===== config.mk =====
export PLATFORM = sky130hd
export DESIGN_NAME = cpu
export DESIGN_NICKNAME = d
export VERILOG_FILES = /design/src/rtl/cpu.sv
export SDC_FILE = /design/constraint.sdc
export NUM_CORES = 1
export LEC_CHECK = 0
export CAP_MARGIN = 15
export CORE_ASPECT_RATIO = 1.4
export CORE_MARGIN = 2
export CORE_UTILIZATION = 55
export CTS_BUF_LIST = sky130_fd_sc_hd__clkbuf_8
export DETAILED_ROUTE_END_ITERATION = 6
export PLACE_DENSITY = 0.94
export SYNTH_ARGS = -nofsm -noshare
export SYNTH_HDL_FRONTEND = slang
export SYNTH_SLANG_ARGS = --single-unit

===== constraint.sdc =====
create_clock -name clk -period 7.38 [get_ports clk]
set_input_delay 1.476 -clock clk [delete_from_list [all_inputs] [get_ports clk]]
set_output_delay 1.476 -clock clk [all_outputs]
set_load 0.005 [all_outputs]

===== src/rtl/cpu.sv =====
// Two-cycle Hack CPU: FETCH presents PC to the instruction ROM, and EXEC consumes inst/in_m and commits A, D and PC.
// RAM and ROM are external synchronous memories. The word at A==0x6000 reads back the switches.
module cpu (
  input  logic        clk,
  input  logic        resetN,
  input  logic [3:0]  SW,
  input  logic [15:0] inst,
  input  logic [15:0] in_m,
  output logic [15:0] out_m,
  output logic        write_m,
  output logic [9:0]  data_addr,
  output logic [9:0]  inst_addr
);

  typedef enum logic {FETCH = 1'b0, EXEC = 1'b1} state_t;

  state_t      state_reg, state_next;
  logic [15:0] a_reg, a_next;
  logic [15:0] d_reg, d_next;
  logic [14:0] pc_reg, pc_next;

  logic        is_c, sel_m, zx, nx, zy, ny, fn, no;
  logic        dest_a, dest_d, dest_m, jlt, jeq, jgt;
  logic [15:0] m_val, y_src, x_z, x_n, y_z, y_n, alu_r, alu_out;
  logic        zr, ng, jump;

  assign is_c   = inst[15];
  assign sel_m  = inst[12];
  assign zx     = inst[11];
  assign nx     = inst[10];
  assign zy     = inst[9];
  assign ny     = inst[8];
  assign fn     = inst[7];
  assign no     = inst[6];
  assign dest_a = inst[5];
  assign dest_d = inst[4];
  assign dest_m = inst[3];
  assign jlt    = inst[2];
  assign jeq    = inst[1];
  assign jgt    = inst[0];

  assign inst_addr = pc_reg[9:0];
  assign data_addr = a_reg[9:0];

  // The switch word shadows whatever the RAM returns at 0x6000.
  assign m_val = (a_reg == 16'h6000) ? {12'h000, SW} : in_m;
  assign y_src = sel_m ? m_val : a_reg;

  always_comb begin
    x_z     = zx ? 16'h0000 : d_reg;
    x_n     = nx ? ~x_z : x_z;
    y_z     = zy ? 16'h0000 : y_src;
    y_n     = ny ? ~y_z : y_z;
    alu_r   = fn ? (x_n + y_n) : (x_n & y_n);
    alu_out = no ? ~alu_r : alu_r;
    zr      = (alu_out == 16'h0000);
    ng      = alu_out[15];
    jump    = (jlt & ng) | (jeq & zr) | (jgt & ~ng & ~zr);
  end

  always_ff @(posedge clk or negedge resetN) begin
    if (!resetN) begin
      state_reg <= FETCH;
      a_reg     <= 16'h0000;
      d_reg     <= 16'h0000;
      pc_reg    <= 15'h0000;
    end else begin
      state_reg <= state_next;
      a_reg     <= a_next;
      d_reg     <= d_next;
      pc_reg    <= pc_next;
    end
  end

  // ALU operands and the jump target come from the pre-instruction registers.
  always_comb begin
    state_next = state_reg;
    a_next     = a_reg;
    d_next     = d_reg;
    pc_next    = pc_reg;
    write_m    = 1'b0;
    out_m      = 16'h0000;
    case (state_reg)
      FETCH: state_next = EXEC;
      EXEC: begin
        state_next = FETCH;
        pc_next    = pc_reg + 15'd1;
        if (!is_c) begin
          a_next = {1'b0, inst[14:0]};
        end else begin
          out_m   = alu_out;
          write_m = dest_m && (a_reg[15:10] == 6'd0);
          if (dest_a) a_next = alu_out;
          if (dest_d) d_next = alu_out;
          if (jump)   pc_next = a_reg[14:0];
        end
      end
      default: state_next = FETCH;
    endcase
  end

endmodule


==> summary.json <==
{
  "max_cap_violations": {"value": 0},
  "multi_input_comb_area": {"value": 2970, "unit": "sq um"},
  "timing.hold.worst_endpoint": {"value": "d_reg[10]"},
  "critPathCaptureType": {"value": "output port"},
  "core-area": {"value": 7750, "unit": "sq um"},
  "worstPathRequired": {"value": 5900, "unit": "ps"},
  "post-route-period-util": {"value": 94.08, "unit": "%"},
  "hold_path_startpoint": {"value": "d_reg[10]"},
  "crit_path_start_kind": {"value": "input pin"},
  "finish.instance_area": {"value": 5167, "unit": "sq um"},
  "dr.first_iter.drc_count": {"value": 386},
  "postSynthCellCount": {"value": 556},
  "post_cts_resized": {"value": 0},
  "cts.clk_slew.worst_paths": {"value": 80, "unit": "ps"},
  "antenna_found_initial": {"value": 0},
  "area_enclosed_by_the_die_boundary": {"value": 8764, "unit": "sq um"},
  "share_of_the_core_filled_with_cells_in_the_final_layout": {"value": 66.68, "unit": "%"},
  "synth.cell_area": {"value": 4412, "unit": "sq um"},
  "grt_setup_unrepaired": {"value": "no"},
  "htreeDepth": {"value": 2},
  "setup_viol": {"value": 0},
  "most_used_standard_cell_by_instance_count_after_synthesis": {"value": "sky130_fd_sc_hd__nand2_1"},
  "fillCellCount": {"value": 585},
  "fmax": {"value": 0.1440, "unit": "GHz"},
  "postPlaceCellArea": {"value": 5035, "unit": "sq um"},
  "worst_skew_pair.late_latency": {"value": 310, "unit": "ps"},
  "numPortBuffers": {"value": 74},
  "synth_edf_count": {"value": 0},
  "average_footprint_of_a_synthesized_cell": {"value": 7.935, "unit": "sq um"},
  "num_vias": {"value": 4313},
  "cts.root.buffer_cell": {"value": "sky130_fd_sc_hd__clkbuf_8"},
  "dominantRegCellSynth": {"value": "sky130_fd_sc_hd__dfrtp_1"},
  "rr_endpoint": {"value": "pc_reg[5]"},
  "drive_gt1_share": {"value": 7.071, "unit": "%"},
  "total_number_of_placement_rows": {"value": 38},
  "cts_tree": {"value": "yes"},
  "worst_ir_drop_vdd": {"value": 0.1570, "unit": "mV"},
  "report.final.slew_viol_count": {"value": 0},
  "io-pin-count": {"value": 75},
  "fin_skew": {"value": 5.142, "unit": "ps"},
  "outcome": {"value": "finished clean"},
  "count_of_nets_after_finishing": {"value": 649},
  "initial_utilization": {"value": 56.93, "unit": "%"},
  "tritoncts.num_buffers": {"value": 5},
  "remaining_drcs": {"value": 0},
  "gp_congestion": {"value": 0.9506},
  "synth_seq_cells": {"value": 43},
  "crit_path_top_delay_cell": {"value": "sky130_fd_sc_hd__clkdlybuf4s50_1"},
  "rr_worst_depth": {"value": 19},
  "critical_path.reg2reg.startpoint": {"value": "a_reg[1]"},
  "num_antenna_cells": {"value": 0},
  "post_drt_wl_per_cell": {"value": 17.52, "unit": "um"},
  "synth_largest_type_area_fraction": {"value": 24.39, "unit": "%"},
  "groute.usage.overall": {"value": 28.56, "unit": "%"},
  "areaGrowthSynthToFinish": {"value": 17.13, "unit": "%"},
  "synth_top_cells_by_area": {"value": "sky130_fd_sc_hd__dfrtp_1, sky130_fd_sc_hd__xnor2_1, sky130_fd_sc_hd__o21ai_0"},
  "min-delay-path-class": {"value": "reg -> reg"},
  "cts_sinks": {"value": 43},
  "final_total_negative_setup_slack": {"value": 0, "unit": "ps"},
  "global_route_wire_length_before_repair": {"value": 19.95, "unit": "mm"},
  "criticalPathCategory": {"value": "in -> out"},
  "area.sequential": {"value": 1076, "unit": "sq um"},
  "power_leakage": {"value": 2.181, "unit": "nW"},
  "total_wire_length_after_detailed_routing": {"value": 12.16, "unit": "mm"},
  "viasPerCell": {"value": 6.215},
  "commonest_cells_post_synth": {"value": "sky130_fd_sc_hd__nand2_1, sky130_fd_sc_hd__nor2_1, sky130_fd_sc_hd__o21ai_0"},
  "reg2reg_setup_slack": {"value": 1490, "unit": "ps"},
  "arrival": {"value": 5470, "unit": "ps"},
  "synth_top_area_cell": {"value": "sky130_fd_sc_hd__dfrtp_1"},
  "syn_nets": {"value": 612},
  "sequential_share_of_the_synthesized_area": {"value": 24.39, "unit": "%"},
  "die_height": {"value": 110.0, "unit": "um"},
  "ctsHoldBuffers": {"value": 0},
  "yosys.cell_types.count": {"value": 71},
  "ctsLongestPathBuffers": {"value": 2},
  "synthesis.yosys.warnings": {"value": 0},
  "chipWidth": {"value": 79.70, "unit": "um"},
  "worstHoldPathCells": {"value": 2},
  "power.density": {"value": 281.2, "unit": "nW/um^2"},
  "path_max_fanout": {"value": 24},
  "final-hold-violation-count": {"value": 0},
  "path_cells": {"value": "clkdlybuf4s50_1 > buf_4 > nand3_1 > a21oi_1 > xor2_1 > ha_1 > a211o_1 > a21oi_2 > o21ai_2 > a21oi_1 > mux2i_1 > a211o_1 > xnor2_1 > nor2_1 > clkdlybuf4s50_1"},
  "dp_hpwl": {"value": 9.136, "unit": "mm"},
  "proportion_of_synthesized_flip_flops_having_asynchronous_set_or_reset": {"value": 100.0, "unit": "%"},
  "fin_crit": {"value": 6943, "unit": "ps"},
  "antenna_left": {"value": 0},
  "fin_worst_hold_slack": {"value": 489.0, "unit": "ps"},
  "critical_path.max_stage_delay": {"value": 660, "unit": "ps"},
  "postCtsSetupRepairBufs": {"value": 0},
  "grt_max_degree": {"value": 44},
  "via_count_of_the_first_global_routing_pass": {"value": 4244},
  "slew-limit-headroom": {"value": 33.17, "unit": "%"},
  "globalRouteOverflowTotal": {"value": 0},
  "slew_of_the_pin_with_the_lowest_slew_margin": {"value": 999.6, "unit": "ps"},
  "drt_first_pass_iters": {"value": 6}
}
[stage by stage]
stage	setup WS, ps	instances	total power [mW]
CTS	475.7	694	1.444
detailed placement	494.7	686	1.225
floorplan	1677	556	0.9701
finish	437.1	694	1.453
global placement	658.4	686	1.186
global route	184.0	694	1.560
[cells by family (layout without fill, tap and decap cells)]
family | count (synthesis) | in the layout | synth area share [%]
and+or+nand+nor | 199 | 199 | 22.89
AOI/OAI and AO/OA | 152 | 152 | 23.62
buffers and inverters | 70 | 108 | 8.281
xor gates and xnor gates | 48 | 48 | 9.529
DFF | 43 | 43 | 24.39
muxes | 26 | 26 | 6.012
adders and majority gates | 18 | 18 | 5.275
[per-layer routing]
| layer | routed length, um | global-route usage [%] | vias up |
|---|---|---|---|
| met5 | 0 | 0 | - |
| met4 | 440 | 14.53 | 0 |
| met2 | 6189 | 50.36 | 212 |
| met1 | 4746 | 34.06 | 2039 |
| li1 | - | - | 2029 |
| met3 | 781 | 3.339 | 33 |
[cell usage in the layout (no fill, tap or decap), types with 3 or more instances in the layout]
| cell | count |
|---|---|
| sky130_fd_sc_hd__a211o_1 | 7 |
| sky130_fd_sc_hd__xnor2_1 | 30 |
| sky130_fd_sc_hd__mux2i_1 | 22 |
| sky130_fd_sc_hd__nand3_1 | 19 |
| sky130_fd_sc_hd__nand4_1 | 4 |
| sky130_fd_sc_hd__mux2_2 | 3 |
| sky130_fd_sc_hd__xor2_1 | 18 |
| sky130_fd_sc_hd__a211oi_1 | 6 |
| sky130_fd_sc_hd__clkbuf_8 | 5 |
| sky130_fd_sc_hd__o21a_1 | 6 |
| sky130_fd_sc_hd__nand2b_1 | 35 |
| sky130_fd_sc_hd__a21oi_1 | 33 |
| sky130_fd_sc_hd__nand2_1 | 51 |
| sky130_fd_sc_hd__o31ai_1 | 3 |
| sky130_fd_sc_hd__inv_1 | 17 |
| sky130_fd_sc_hd__or2_2 | 3 |
| sky130_fd_sc_hd__o211ai_1 | 3 |
| sky130_fd_sc_hd__nand3b_1 | 5 |
| sky130_fd_sc_hd__clkdlybuf4s50_1 | 73 |
| sky130_fd_sc_hd__and3_1 | 5 |
| sky130_fd_sc_hd__a21oi_2 | 4 |
| sky130_fd_sc_hd__nor4_1 | 3 |
| sky130_fd_sc_hd__or3_1 | 4 |
| sky130_fd_sc_hd__a31oi_1 | 4 |
| sky130_fd_sc_hd__buf_4 | 8 |
| sky130_fd_sc_hd__nor2_1 | 48 |
| sky130_fd_sc_hd__and2_1 | 3 |
| sky130_fd_sc_hd__o21ai_0 | 45 |
| sky130_fd_sc_hd__ha_1 | 17 |
| sky130_fd_sc_hd__a21o_1 | 4 |
| sky130_fd_sc_hd__nor3_1 | 8 |
| sky130_fd_sc_hd__dfrtp_1 | 43 |
| sky130_fd_sc_hd__a22oi_2 | 7 |
[worst max-delay path, delay by kind of cell]
family | cells | cell delay [ps]
AO/OA/AOI/OAI | 6 | 1370
multiplexers | 1 | 100
XOR/XNOR | 2 | 350
AND/OR/NAND/NOR | 2 | 310
buffers and inverters | 3 | 1510
adder cells (fa/ha/maj) | 1 | 350
[where the power goes]
group,internal [mW],switching [mW]
combinational,0.410,0.444
clock,0.134,0.0845
sequential,0.313,0.0684
total,0.857,0.597
[final cells by class]
class,instances,area share (%)
multi-input combinational,443,57.48
sequential,43,20.82
timing repair buffer,82,15.40
tap,100,2.421
clock buffer,5,1.332
inverter,18,1.308
clock inverter,3,1.235
[worst max-delay path by stage]
stage	startpoint	end	slack, ps	cells past startpoint
after detailed placement	inst[12]	out_m[15]	490	15
after global placement	inst[12]	out_m[15]	660	15
after CTS	inst[12]	out_m[15]	480	15
after floorplan	inst[10]	out_m[13]	1680	13
final	inst[12]	out_m[15]	440	15
after global routing	inst[9]	out_m[12]	180	13
Note: power is estimated with default switching activity, not from simulation.
